## src/rtl/des_cmd_pkg.sv

```systemverilog
// Shared definitions for the DES command initiator: command codes, host job
// opcodes and the sequencer state encoding.
package des_cmd_pkg;

  localparam logic [31:0] CmdReadRegion = 32'd0;
  localparam logic [31:0] CmdStart      = 32'd1;
  localparam logic [31:0] CmdTestMode   = 32'd2;
  localparam logic [31:0] CmdRestart    = 32'd3;

  typedef enum logic [1:0] {
    OpRun     = 2'd0,
    OpTest    = 2'd1,
    OpRestart = 2'd2,
    OpRsvd    = 2'd3
  } job_op_e;

  typedef enum logic [3:0] {
    StIdle, StRegReq, StRegRel, StStartReq, StStartRel, StWaitDone, StCapture, StTestReq,
    StTestRel, StTestWait, StTestCap, StAdv, StAdvGap, StRstReq, StRstRel, StFinish
  } state_e;

  // States in which the sequencer waits on the wrapper and the watchdog may fire.
  function automatic logic is_wait_state(state_e s);
    return s inside {StRegReq, StRegRel, StStartReq, StStartRel, StWaitDone, StTestReq,
                     StTestRel, StTestWait, StRstReq, StRstRel};
  endfunction

endpackage

```

## src/rtl/des_cmd_if.sv

```systemverilog
// Command/result bus between the initiator (master) and the DES wrapper (slave).
interface des_cmd_if;
  logic [31:0] cmd;
  logic        cmd_valid;
  logic        advance_test_cmd;
  logic [31:0] region;
  logic        cmd_read;
  logic        test_res_ready;
  logic        done;
  logic [63:0] counter;
  logic [63:0] ciphertext;

  modport master (
    output cmd, cmd_valid, advance_test_cmd, region,
    input  cmd_read, test_res_ready, done, counter, ciphertext
  );

  modport slave (
    input  cmd, cmd_valid, advance_test_cmd, region,
    output cmd_read, test_res_ready, done, counter, ciphertext
  );
endinterface

```

## src/rtl/des_cmd_handshake.sv

```systemverilog
// One 4-phase command exchange: REQ holds cmd_valid until cmd_read, REL waits for
// cmd_read to fall. cmd stays registered until the next start.
module des_cmd_handshake (
  input  logic        clk,
  input  logic        rst_n,
  input  logic        start,
  input  logic        abort,
  input  logic [31:0] cmd_in,
  input  logic        cmd_read,
  output logic [31:0] cmd,
  output logic        cmd_valid,
  output logic        granted,
  output logic        ack
);

  typedef enum logic [1:0] {HsIdle, HsReq, HsRel} hs_state_e;

  hs_state_e   state_q, state_d;
  logic [31:0] cmd_q, cmd_d;
  logic        load;

  always_comb begin
    state_d = state_q;
    cmd_d   = cmd_q;
    load    = 1'b0;
    granted = (state_q == HsReq) && cmd_read;
    ack     = (state_q == HsRel) && !cmd_read;
    unique case (state_q)
      HsIdle: load = start;
      HsReq:  if (cmd_read) state_d = HsRel;
      HsRel: begin
        // A new exchange may begin in the same cycle the previous one releases.
        if (!cmd_read) begin
          state_d = HsIdle;
          load    = start;
        end
      end
      default: state_d = HsIdle;
    endcase
    if (load) begin
      state_d = HsReq;
      cmd_d   = cmd_in;
    end
    if (abort) state_d = HsIdle;
  end

  always_ff @(posedge clk) begin
    if (!rst_n) begin
      state_q <= HsIdle;
      cmd_q   <= '0;
    end else begin
      state_q <= state_d;
      cmd_q   <= cmd_d;
    end
  end

  assign cmd       = cmd_q;
  assign cmd_valid = (state_q == HsReq);

endmodule

```

## src/rtl/des_cmd_initiator.sv

```systemverilog
// Host-job sequencer driving the DES wrapper command bus (RUN / TEST / RESTART).
// Define DES_CMD_TIMEOUT_EN to add the handshake watchdog.
module des_cmd_initiator
  import des_cmd_pkg::*;
#(
  parameter int unsigned ADV_HOLD       = 2,
  parameter int unsigned TIMEOUT_CYCLES = 1024
) (
  input  logic        clk,
  input  logic        rst_n,
  input  logic        job_valid,
  output logic        job_ready,
  input  logic [1:0]  job_op,
  input  logic [15:0] job_region,
  input  logic [7:0]  job_steps,
  output logic        result_valid,
  output logic [63:0] result_counter,
  output logic [63:0] result_ciphertext,
  output logic        job_done,
  output logic        job_err,
  des_cmd_if.master   des
);

  localparam logic [15:0] AdvLast = 16'(ADV_HOLD - 1);

  if (ADV_HOLD < 1 || TIMEOUT_CYCLES < 2) begin : g_bad_param
    $error("des_cmd_initiator: ADV_HOLD must be >= 1 and TIMEOUT_CYCLES >= 2");
  end

  state_e      state_q, state_d;
  job_op_e     op_q, op_d;
  logic [15:0] region_q, region_d;
  logic [7:0]  steps_q, steps_d;
  logic [15:0] cnt_q, cnt_d;
  logic        err_q, err_d;
  logic        capture, hs_start, hs_abort, hs_granted, hs_ack;
  logic [31:0] hs_cmd;
  logic        result_valid_q;
  logic [63:0] result_counter_q, result_ciphertext_q;

`ifdef DES_CMD_TIMEOUT_EN
  localparam int unsigned TmrW = $clog2(TIMEOUT_CYCLES + 1);
  localparam logic [TmrW-1:0] TmrLast = TmrW'(TIMEOUT_CYCLES - 1);

  logic [TmrW-1:0] tmr_q, tmr_d;
  logic            timeout;

  assign timeout = is_wait_state(state_q) && (tmr_q == TmrLast);
  // Restarts on every state entry, so each wait phase gets the full budget.
  assign tmr_d   = (state_d != state_q || !is_wait_state(state_q)) ? '0 : tmr_q + TmrW'(1);

  always_ff @(posedge clk) begin
    if (!rst_n) tmr_q <= '0;
    else        tmr_q <= tmr_d;
  end
`endif

  always_comb begin
    state_d  = state_q;
    op_d     = op_q;
    region_d = region_q;
    steps_d  = steps_q;
    cnt_d    = cnt_q;
    err_d    = err_q;
    capture  = 1'b0;
    hs_start = 1'b0;
    hs_abort = 1'b0;
    hs_cmd   = CmdReadRegion;
    unique case (state_q)
      StIdle: begin
        if (job_valid) begin
          op_d     = job_op_e'(job_op);
          region_d = job_region;
          steps_d  = (job_steps == 8'd0) ? 8'd1 : job_steps;
          err_d    = 1'b0;
          case (job_op_e'(job_op))
            OpRun, OpTest: begin
              state_d  = StRegReq;
              hs_start = 1'b1;
            end
            OpRestart: begin
              state_d  = StRstReq;
              hs_start = 1'b1;
              hs_cmd   = CmdRestart;
            end
            default: begin
              state_d = StFinish;
              err_d   = 1'b1;
            end
          endcase
        end
      end
      StRegReq:   if (hs_granted) state_d = StRegRel;
      StRegRel: begin
        if (hs_ack) begin
          hs_start = 1'b1;
          if (op_q == OpTest) begin
            state_d = StTestReq;
            hs_cmd  = CmdTestMode;
          end else begin
            state_d = StStartReq;
            hs_cmd  = CmdStart;
          end
        end
      end
      StStartReq: if (hs_granted) state_d = StStartRel;
      StStartRel: if (hs_ack) state_d = StWaitDone;
      StWaitDone: if (des.done) state_d = StCapture;
      StCapture: begin
        capture  = 1'b1;
        state_d  = StRstReq;
        hs_start = 1'b1;
        hs_cmd   = CmdRestart;
      end
      StTestReq:  if (hs_granted) state_d = StTestRel;
      StTestRel:  if (hs_ack) state_d = StTestWait;
      StTestWait: if (des.test_res_ready) state_d = StTestCap;
      StTestCap: begin
        capture = 1'b1;
        if (steps_q == 8'd1) begin
          state_d  = StRstReq;
          hs_start = 1'b1;
          hs_cmd   = CmdRestart;
        end else begin
          steps_d = steps_q - 8'd1;
          state_d = StAdv;
        end
      end
      StAdv: begin
        if (cnt_q == AdvLast) state_d = StAdvGap;
        else                  cnt_d   = cnt_q + 16'd1;
      end
      StAdvGap: begin
        if (cnt_q == 16'd1) state_d = StTestWait;
        else                cnt_d   = cnt_q + 16'd1;
      end
      StRstReq:   if (hs_granted) state_d = StRstRel;
      StRstRel:   if (hs_ack) state_d = StFinish;
      StFinish:   state_d = StIdle;
    endcase
`ifdef DES_CMD_TIMEOUT_EN
    if (timeout) begin
      state_d  = StFinish;
      err_d    = 1'b1;
      hs_start = 1'b0;
      hs_abort = 1'b1;
    end
`endif
    if (state_d != state_q) cnt_d = '0;
  end

  always_ff @(posedge clk) begin
    if (!rst_n) begin
      state_q             <= StIdle;
      op_q                <= OpRun;
      region_q            <= '0;
      steps_q             <= '0;
      cnt_q               <= '0;
      err_q               <= 1'b0;
      result_valid_q      <= 1'b0;
      result_counter_q    <= '0;
      result_ciphertext_q <= '0;
    end else begin
      state_q        <= state_d;
      op_q           <= op_d;
      region_q       <= region_d;
      steps_q        <= steps_d;
      cnt_q          <= cnt_d;
      err_q          <= err_d;
      result_valid_q <= capture;
      if (capture) begin
        result_counter_q    <= des.counter;
        result_ciphertext_q <= des.ciphertext;
      end
    end
  end

  des_cmd_handshake u_hs (
    .clk       (clk),
    .rst_n     (rst_n),
    .start     (hs_start),
    .abort     (hs_abort),
    .cmd_in    (hs_cmd),
    .cmd_read  (des.cmd_read),
    .cmd       (des.cmd),
    .cmd_valid (des.cmd_valid),
    .granted   (hs_granted),
    .ack       (hs_ack)
  );

  assign job_ready            = (state_q == StIdle);
  assign job_done             = (state_q == StFinish);
  assign job_err              = job_done && err_q;
  assign result_valid         = result_valid_q;
  assign result_counter       = result_counter_q;
  assign result_ciphertext    = result_ciphertext_q;
  assign des.advance_test_cmd = (state_q == StAdv);
  assign des.region           = {16'h0000, region_q};

endmodule

```

## src/flat_wrapper.sv

```systemverilog
// flat-port wrapper written by rule: the top's interface ports become plain ports
module des_cmd_initiator_flat import des_cmd_pkg::*;
#(
  parameter int unsigned ADV_HOLD       = 2,
  parameter int unsigned TIMEOUT_CYCLES = 1024
)
  (clk, rst_n, job_valid, job_ready, job_op, job_region, job_steps, result_valid, result_counter, result_ciphertext, job_done, job_err, des_cmd, des_cmd_valid, des_advance_test_cmd, des_region, des_cmd_read, des_test_res_ready, des_done, des_counter, des_ciphertext);
  des_cmd_if des_i ();
  input  logic clk;
  input  logic rst_n;
  input  logic job_valid;
  output logic job_ready;
  input  logic [1:0] job_op;
  input  logic [15:0] job_region;
  input  logic [7:0] job_steps;
  output logic result_valid;
  output logic [63:0] result_counter;
  output logic [63:0] result_ciphertext;
  output logic job_done;
  output logic job_err;
  output wire logic [$bits(des_i.cmd)-1:0] des_cmd;
  output wire logic [$bits(des_i.cmd_valid)-1:0] des_cmd_valid;
  output wire logic [$bits(des_i.advance_test_cmd)-1:0] des_advance_test_cmd;
  output wire logic [$bits(des_i.region)-1:0] des_region;
  input wire logic [$bits(des_i.cmd_read)-1:0] des_cmd_read;
  input wire logic [$bits(des_i.test_res_ready)-1:0] des_test_res_ready;
  input wire logic [$bits(des_i.done)-1:0] des_done;
  input wire logic [$bits(des_i.counter)-1:0] des_counter;
  input wire logic [$bits(des_i.ciphertext)-1:0] des_ciphertext;
  assign des_cmd = des_i.cmd;
  assign des_cmd_valid = des_i.cmd_valid;
  assign des_advance_test_cmd = des_i.advance_test_cmd;
  assign des_region = des_i.region;
  assign des_i.cmd_read = des_cmd_read;
  assign des_i.test_res_ready = des_test_res_ready;
  assign des_i.done = des_done;
  assign des_i.counter = des_counter;
  assign des_i.ciphertext = des_ciphertext;
  des_cmd_initiator #(.ADV_HOLD(ADV_HOLD), .TIMEOUT_CYCLES(TIMEOUT_CYCLES)) u_core (.clk(clk), .rst_n(rst_n), .job_valid(job_valid), .job_ready(job_ready), .job_op(job_op), .job_region(job_region), .job_steps(job_steps), .result_valid(result_valid), .result_counter(result_counter), .result_ciphertext(result_ciphertext), .job_done(job_done), .job_err(job_err), .des(des_i));
endmodule
```

## config.mk

```make
export PLATFORM = sky130hd
export DESIGN_NAME = des_cmd_initiator_flat
export DESIGN_NICKNAME = d
export VERILOG_FILES = /design/src/rtl/des_cmd_pkg.sv /design/src/rtl/des_cmd_if.sv /design/src/rtl/des_cmd_handshake.sv /design/src/rtl/des_cmd_initiator.sv /design/src/flat_wrapper.sv
export SDC_FILE = /design/constraint.sdc
export NUM_CORES = 1
export LEC_CHECK = 0
export CAP_MARGIN = 0
export CELL_PAD_IN_SITES_DETAIL_PLACEMENT = 2
export CELL_PAD_IN_SITES_GLOBAL_PLACEMENT = 2
export CORE_UTILIZATION = 26
export CTS_BUF_LIST = sky130_fd_sc_hd__clkbuf_8
export DETAILED_ROUTE_END_ITERATION = 7
export GPL_TIMING_DRIVEN = 0
export MAX_ROUTING_LAYER = met4
export PLACE_DENSITY_LB_ADDON = 0.1
export SETUP_SLACK_MARGIN = 0.2
export SYNTH_ARGS = -nofsm -noshare
export SYNTH_HDL_FRONTEND = slang
export SYNTH_HIERARCHICAL = 1
export SYNTH_SLANG_ARGS = --single-unit
export TNS_END_PERCENT = 10
```

## constraint.sdc

```tcl
create_clock -name clk -period 3.7 [get_ports clk]
set_clock_uncertainty 0.1 [all_clocks]
set_input_delay 0.925 -clock clk [delete_from_list [all_inputs] [get_ports clk]]
set_output_delay 0.925 -clock clk [all_outputs]
set_load 0.01 [all_outputs]
```

==> results of run 1 <==
## metal layers
layer  up-vias  wire length, um
met5         -                0
met4         0              790
met3        48             2590
met2       257            18000
met1      4277            14700
li1       4299                -
## state kept, by name, indices dropped and copies added, names as in the netlist
name and flops:
u_core/cnt_q 16, u_core/err_q 1, u_core/op_q 2, u_core/region_q 16
u_core/result_ciphertext 64, u_core/result_counter 64, u_core/result_valid 1, u_core/state_q 4
u_core/steps_q 8, u_core/u_hs/cmd 32, u_core/u_hs/state_q 2
## timing repair
action / CTS / global route
setup endpoints to repair: 0 / 30
buffers inserted: 0 / 2
endpoints found under the hold margin: 0 / 0
## power by group
part / internal, mW / leakage, nW / switching, mW
Clock: 1.10 / 0.438 / 1.00
Sequential: 2.44 / 1.70 / 0.104
Combinational: 0.767 / 2.67 / 0.869
Total: 4.31 / 4.81 / 1.97
## per-stage QoR
stage          hold WS, ps  utilization [%]  TNS (ps)  std cells
2_1_floorplan          337                -         0       1103
3_5_place_dp           348             39.3     -2870       1886
6_report               354             41.6         0       1962
4_1_cts                356             41.5         0       1955
3_3_place_gp           341             39.3     -1100       1886
5_1_grt                377             41.6         0       1962
## kinds of logic after synthesis
logic type	Yosys count	synth area share, %
mux	37	4.26
buf+inv	100	6.45
compound gates	205	14.5
simple gates	482	24.3
fa+ha+maj	4	0.572
xor+xnor	18	1.80
flops	210	48.0
other cells	1	0.0429
## worst reg2reg max path, delay by kind of cell (launching register included)
kind                   cells  cell delay [ps]
muxes                      1              200
AOI/OAI and AO/OA          1              200
and+or+nand+nor            4             1000
buffers and inverters      6             1210
DFF                        1              300
## worst paths after layout
kind                                start                           end  cells after the start
max                     u_core/state_q[2]                       job_err                      6
min          u_core/result_ciphertext[19]  u_core/result_ciphertext[19]                      2
max reg2reg             u_core/state_q[3]            u_core/u_hs/cmd[0]                     12
min reg2reg  u_core/result_ciphertext[19]  u_core/result_ciphertext[19]                      2
## layout by cell type, fill, tap and decap left out, types with 2 or more instances in the layout
cell type        count
and2_1               4
clkbuf_8            45
buf_1                5
nor4_1               3
conb_1              47
nor2_1              17
buf_6                8
buf_2               25
xnor2_1             16
clkdlybuf4s50_1    341
o21a_1               2
clkbuf_1            29
dfxtp_1            210
nand2b_1             3
buf_4               18
nor3_1              15
mux2i_1             35
xor2_1               2
nand2_1            384
clkinv_2             2
inv_1               32
nor2b_1              5
buf_8                3
nor3b_1              5
nand3_1             10
o211ai_1             5
o31a_1               2
nor4_2               3
nand4_1              4
o21ai_0             16
a21oi_1            115
ha_1                 4
a21boi_0            45
a2111oi_2            2
a211oi_1             3
clkinvlp_4           2
nor3_2              12
a31oi_1              5
diode_2              5
## area by class of cell
type | instances | area (um^2) | area share, %
Clock buffer | 45 | 619 | 4.54
Timing Repair Buffer | 343 | 3440 | 25.2
Sequential cell | 210 | 4200 | 30.8
Antenna cell | 5 | 12.5 | 0.0917
Tap cell | 442 | 553 | 4.05
Inverter | 13 | 48.8 | 0.358
Clock inverter | 24 | 100 | 0.733
Buffer | 87 | 515 | 3.78
Multi-Input combinational cell | 793 | 4150 | 30.4
==> results.toml, run 1 <==
[run_status]
outcome = "finished clean"

[critical_path]
required_ps = 2670
worstPathMaxFanout = 10
rrSetupSlack_ps = 630
cpMostUsedCell = "buf_6"
crit_arrival_ps = 2240
setup.worst_path.class = "reg2out"
cp_cell_sequence = "buf_6, buf_6, nand2_1, nor2_1, and2_1, clkdlybuf4s50_1"
critPathMaxStageDelay_ps = 530
cpMaxStageDelayCell = "clkdlybuf4s50_1"
end_kind = "output port"
critPathBufInv = 3
start_kind = "flip-flop"
crit_family = "buffers and inverters"

[timing]
fin_ws_ps = 435
fin_crit_ps = 3260
worst_slew_pin_slew_ps = 961
finalCritPeriodShare_pct = 88.2
rsz0062_at_grt = "no"
setup_viol = 0
drv_slew = 0
hold_viol_final = 0
fmaxAchievable_mhz = 306
maxSlewHeadroom_pct = 35.9

[yosys]
yosys.area.top_type_share_pct = 48.0
synth_seq_area_share_pct = 48.0
synth_edf_count = 0
ys_types = 64
synth_seq_cells = 210
syn_area_um2 = 8750
syn_avg_cell_area_um2 = 8.28
synthMostInstantiatedCell = "nand2_1"
synth_top_cells_by_count = "nand2_1, dfxtp_1, a21oi_1"
synthCells = 1057
synth_top_area_cell = "dfxtp_1"
yosysWarningCount = 6
postSynth.asyncResetShare_pct = 0
yosys-top-cells-area = "dfxtp_1, nand2_1, a21oi_1, mux2i_1, a21boi_0"
synth_top_flop_cell = "dfxtp_1"

[clock_tree]
clock-sinks = 210
cts_resized = 0
clockBufferDepth = 3
htreeDepth = 2
numCtsBuffers = 41
path_clk_slew_ps = 50
clock-root-buffer = "clkbuf_8"
cts_tree = "done"
clk_latency_ps = 540
cts_hold_buffers = 0

[placement]
hpwl_um = 27300
place.port_buffers = 341
gp_congestion = 0.792
pre_cts_slack_ps = -154
placed_cell_area_um2 = 12900

[floorplanning]
ioPinCount = 358
fp-row-count = 66
die-area_um2 = 34400
dieHeight_um = 185
die-width_um = 185
initial_utilization_pct = 26.7
core_um2 = 32800

[cells_and_area]
fin_nets = 1653
area_delta_synth_final_pct = 56.0
finalInstanceArea_um2 = 13600
drive_above_1_share_pct = 8.91
n_fill_cell = 3769

[grt]
track_usage_pct = 21.1
grt_use_met3_pct = 5.68
antenna_found_initial = 5
grtUsageMet2_pct = 36.3
use_met1_pct = 23.7
grt_pass1_vias = 9512
globalRoute.busiestLayer = "met2"
grt-ovfl-total = 0
grt_pass1_wl_um = 54000
grt_max_degree = 11

[detailed_routing]
ant_nets = 0
vias_per_cell = 4.53
vias = 8881
drt_iter0_markers = 239
routedWlPerCell_um = 18.4
drc = 0
wl_um = 36000
first_pass_iters = 4

[min_path]
hold_path.class = "reg2reg"

[flow_run]
max-cap-violations = 0

[power_and_ir_drop]
worst_ir_drop_vdd_mv = 0.195
cellPowerDensity_nw_per_um2 = 460
total_power_mw = 6.28
p_leak_nw = 4.81
No activity file was read; power rests on OpenSTA's default activity.
==> run 2, diff against run 1 <==
--- a/config.mk
+++ b/config.mk
@@ -8,7 +8,7 @@
 export CAP_MARGIN = 0
 export CELL_PAD_IN_SITES_DETAIL_PLACEMENT = 2
 export CELL_PAD_IN_SITES_GLOBAL_PLACEMENT = 2
-export CORE_UTILIZATION = 26
+export CORE_UTILIZATION = 25
 export CTS_BUF_LIST = sky130_fd_sc_hd__clkbuf_8
 export DETAILED_ROUTE_END_ITERATION = 7
 export GPL_TIMING_DRIVEN = 0
==> constraint.sdc (replaced) <==
create_clock -name clk -period 3.69 [get_ports clk]
set_clock_uncertainty 0.1 [all_clocks]
set_input_delay 0.9225 -clock clk [delete_from_list [all_inputs] [get_ports clk]]
set_output_delay 0.9225 -clock clk [all_outputs]
set_load 0.01 [all_outputs]
==> run 2 against run 1 <==
Net effect:
- first-iteration DRC count fell by 3.8%
- power is 0.87% higher
- non-clock buffer count decreased by 2
- design area barely moved
- critical endpoint unchanged
==> results.toml, run 2 (same netlist as run 1, synthesis figures left out) <==
[cells_and_area]
mostFrequentLayoutCell = "nand2_1"
fin_cells = 1966
drive_above_1_share_pct = 8.88
n_fill_cell = 3893
multiInputGateArea_um2 = 4150
regArea_um2 = 4200
fin_util_pct = 39.6
finalInstanceArea_um2 = 13600
fin_nets = 1653
area_delta_synth_final_pct = 55.9
mostFrequentLayoutCells = "nand2_1, clkdlybuf4s50_1, dfxtp_1"

[power_and_ir_drop]
intPower_mw = 4.36
worst_ir_drop_vdd_mv = 0.211
total_power_mw = 6.34
cellPowerDensity_nw_per_um2 = 465
power_frac_clock_pct = 34.3
p_leak_nw = 4.79
seq_power_share_pct = 40.3
p_sw_share_pct = 31.2
power_frac_comb_pct = 25.4
switchingPower_mw = 1.98

[min_path]
holdPathStages = 2
hold_path.class = "reg2reg"

[run_status]
outcome = "finished clean"

[timing]
whs_ps = 356
hold_viol_final = 0
fmaxAchievable_mhz = 299
fin_crit_ps = 3350
maxSlewHeadroom_pct = 40.5
worst_slew_pin_slew_ps = 893
fin_ws_ps = 343
finalCritPeriodShare_pct = 90.7
drv_slew = 0
setup-tns-final_ps = 0
rsz0062_at_grt = "no"
setup_viol = 0

[floorplanning]
fp-row-count = 68
die-area_um2 = 35800
ioPinCount = 358
dieHeight_um = 189
core_um2 = 34500
initial_utilization_pct = 25.4
die-width_um = 189

[critical_path]
worstPathMaxFanout = 10
required_ps = 2670
cpMaxStageDelayCell = "clkdlybuf4s50_1"
setup.worst_path.class = "reg2out"
start_kind = "flip-flop"
crit_arrival_ps = 2320
cpMostUsedCell = "buf_6"
end_kind = "output port"
cp_cell_sequence = "buf_6, buf_6, nand2_1, nor2_1, and2_1, clkdlybuf4s50_1"
critPathMaxStageDelay_ps = 550
rr_worst_depth = 11

[detailed_routing]
ant_nets = 0
vias = 8826
drc = 0
wl_um = 35500
first_pass_iters = 4
vias_per_cell = 4.49
routedWlPerCell_um = 18.1
drt_iter0_markers = 230

[clock_tree]
cts_resized = 0
clockBufferDepth = 3
clock-sinks = 210
cts_hold_buffers = 0
htreeDepth = 2
clk_latency_ps = 560
cts_tree = "done"
post_cts_buffers = 0
path_clk_slew_ps = 60
numCtsBuffers = 43
clock-root-buffer = "clkbuf_8"

[grt]
antenna_found_initial = 2
track_usage_pct = 20.1
grt-ovfl-total = 0
grt_pass1_wl_um = 53900
grt_pass1_vias = 9329
grt_max_degree = 11

[placement]
hpwl_um = 26700
placed_cell_area_um2 = 12900
place.port_buffers = 341
gp_congestion = 0.791
placedCellCount = 1899
pre_cts_slack_ps = -92.1

[flow_run]
max-cap-violations = 0
## run 2: layout make-up
cell class	instances	area share (%)
multi-input combinational	793	30.5
clock inverter	17	0.505
inverter	13	0.358
clock buffer	48	4.84
timing repair buffer	341	25.0
buffer	87	3.78
sequential	210	30.8
tap	455	4.17
antenna	2	0.0367
## run 2: worst paths after layout
kind / startpoint / end / slack (ps)
worst min register to register: u_core/op_q[1] / u_core/op_q[1] / 360
worst max register to register: u_core/state_q[3] / u_core/u_hs/cmd[1] / 480
worst min-delay path: u_core/op_q[1] / u_core/op_q[1] / 360
worst max-delay path: u_core/state_q[2] / job_err / 340
## run 2: power by group through the flow
| stage | sequential, mW | clock [mW] | combinational (mW) |
|---|---|---|---|
| after floorplan | 2.65 | 0 | 0.794 |
| after global placement | 2.59 | 0 | 1.60 |
| after detailed placement | 2.60 | 0 | 1.62 |
| after CTS | 2.56 | 2.29 | 1.64 |
| after global routing | 2.58 | 2.41 | 1.75 |
| final | 2.55 | 2.18 | 1.61 |
## run 2: critical path: cells and delay by family (launching register included)
kind	cells	cell delay, ps
flip-flops	1	340
AND/OR/NAND/NOR	3	560
buffers and inverters	3	860
## run 2: per-layer routing
layer  track usage, %  wire length (um)  vias to the layer above  part of all wire (%)
met3             5.17              2150                       60                   6.1
li1                 -                 -                     4304                     -
met2             33.6             17300                      243                    49
met4             7.41              1080                        0                   3.0
met5                -                 0                        -                     0
met1             23.2             15000                     4219                    42
==> run 3, diff against run 2 <==
--- a/config.mk
+++ b/config.mk
@@ -6,14 +6,13 @@
 export NUM_CORES = 1
 export LEC_CHECK = 0
 export CAP_MARGIN = 0
-export CELL_PAD_IN_SITES_DETAIL_PLACEMENT = 2
-export CELL_PAD_IN_SITES_GLOBAL_PLACEMENT = 2
-export CORE_UTILIZATION = 25
+export CORE_UTILIZATION = 45
 export CTS_BUF_LIST = sky130_fd_sc_hd__clkbuf_8
 export DETAILED_ROUTE_END_ITERATION = 7
+export GPL_ROUTABILITY_DRIVEN = 0
 export GPL_TIMING_DRIVEN = 0
 export MAX_ROUTING_LAYER = met4
-export PLACE_DENSITY_LB_ADDON = 0.1
+export PLACE_DENSITY = 0.83
 export SETUP_SLACK_MARGIN = 0.2
 export SYNTH_ARGS = -nofsm -noshare
 export SYNTH_HDL_FRONTEND = slang
==> run 3 against run 2 <==
Net effect:
- routed wire length shrank 19%
- non-clock buffer count unchanged
- critical endpoint is now des_advance_test_cmd
- largest cell class unchanged
- die area is 44% lower
- count of clock-buffer cells in the layout decreased by 5
- critical path type unchanged
- combinational power down 3%
- register-to-register slack improved by 90 ps
- worst setup slack gained 130 ps
- largest power group unchanged
- hold slack worse by 4.5 ps
==> results.toml, run 3 (same netlist as run 1, synthesis figures left out) <==
[power_and_ir_drop]
total_power_mw = 6.06
worst_ir_drop_vdd_mv = 0.265
p_sw_share_pct = 30.0
switchingPower_mw = 1.82
seq_power_share_pct = 42.1
power_frac_comb_pct = 25.7
p_leak_nw = 4.74
intPower_mw = 4.24
cellPowerDensity_nw_per_um2 = 455
power_frac_clock_pct = 32.2

[timing]
hold_viol_final = 0
setup_viol = 0
whs_ps = 352
fin_ws_ps = 471
drv_slew = 0
maxSlewHeadroom_pct = 54.6
setup-tns-final_ps = 0
rsz0062_at_grt = "no"
finalCritPeriodShare_pct = 87.2
fin_crit_ps = 3220
worst_slew_pin_slew_ps = 681
fmaxAchievable_mhz = 311

[detailed_routing]
wl_um = 28900
ant_nets = 0
drt_iter0_markers = 506
drc = 0
routedWlPerCell_um = 16.4
vias = 8720
first_pass_iters = 5
vias_per_cell = 4.95

[cells_and_area]
area_delta_synth_final_pct = 52.3
mostFrequentLayoutCells = "nand2_1, clkdlybuf4s50_1, dfxtp_1"
fin_util_pct = 70.5
mostFrequentLayoutCell = "nand2_1"
finalInstanceArea_um2 = 13300
fin_nets = 1647
fin_cells = 1763
drive_above_1_share_pct = 8.72

[grt]
grt_pass1_wl_um = 43400
grt_max_degree = 11
antenna_found_initial = 1
track_usage_pct = 28.5
grt-ovfl-total = 0
grt_pass1_vias = 8294

[critical_path]
crit_arrival_ps = 2200
worstPathMaxFanout = 10
cpMaxStageDelayCell = "clkdlybuf4s50_1"
setup.worst_path.class = "reg2out"
start_kind = "flip-flop"
critPathMaxStageDelay_ps = 600
end_kind = "output port"
cpMostUsedCell = "buf_6"
rr_worst_depth = 11
required_ps = 2670
cp_cell_sequence = "buf_6, buf_6, inv_1, nor3_2, clkdlybuf4s50_1"

[min_path]
hold_path.class = "reg2reg"
holdPathStages = 2

[floorplanning]
dieHeight_um = 141
fp-row-count = 50
core_um2 = 18900
initial_utilization_pct = 46.3
ioPinCount = 358
die-area_um2 = 20000
die-width_um = 141

[clock_tree]
clock-root-buffer = "clkbuf_8"
clockBufferDepth = 3
htreeDepth = 2
cts_resized = 0
path_clk_slew_ps = 60
cts_tree = "done"
clock-sinks = 210
clk_latency_ps = 520
numCtsBuffers = 37
post_cts_buffers = 0
cts_hold_buffers = 0

[placement]
placed_cell_area_um2 = 12700
hpwl_um = 21800
placedCellCount = 1704
place.port_buffers = 341
pre_cts_slack_ps = 124

[run_status]
outcome = "finished clean"

[flow_run]
max-cap-violations = 0
## run 3: changes by cell type in the layout (fill, tap and decap cells not counted), sizes merged
cell	previous run	this run
clkbuf	77	72
inv	27	23
diode	2	1
clkinvlp	1	2
clkinv	2	3
## run 3: final cells by class
cell class | instances | area, um^2
inverter | 13 | 48.8
tap | 260 | 325
timing repair buffer | 341 | 3410
multi-input combinational | 793 | 4150
clock buffer | 43 | 592
sequential | 210 | 4200
antenna | 1 | 2.50
buffer | 87 | 515
fill | 1528 | 5570
clock inverter | 15 | 66.3
## run 3: power groups by stage
| stage | logic [mW] | registers (mW) | clock network (mW) |
|---|---|---|---|
| global route | 1.67 | 2.57 | 2.11 |
| CTS | 1.55 | 2.55 | 2.00 |
| floorplan | 0.794 | 2.65 | 0 |
| finish | 1.56 | 2.55 | 1.95 |
| global placement | 1.52 | 2.59 | 0 |
| detailed placement | 1.54 | 2.60 | 0 |
## run 3: layer usage
metal / up-vias / track usage, % / wire length (um)
li1: 4292 / - / -
met1: 3969 / 31.6 / 11300
met2: 388 / 47.5 / 13900
met3: 71 / 8.67 / 2610
met4: 0 / 12.7 / 1110
met5: - / - / 0
## run 3: worst max-delay path: cells and delay by family, from the launching register on
| kind | cells | cell delay [ps] |
|---|---|---|
| buffers and inverters | 4 | 1020 |
| flip-flops | 1 | 320 |
| AND/OR/NAND/NOR | 1 | 340 |
## run 3: path summary, 6_finish.rpt
path                                                      to                         start  slack (ps)
worst max-delay path                    des_advance_test_cmd             u_core/state_q[3]         470
worst min-delay path            u_core/result_ciphertext[63]  u_core/result_ciphertext[63]         350
worst max register to register            u_core/u_hs/cmd[0]             u_core/state_q[3]         570
worst min register to register  u_core/result_ciphertext[63]  u_core/result_ciphertext[63]         350
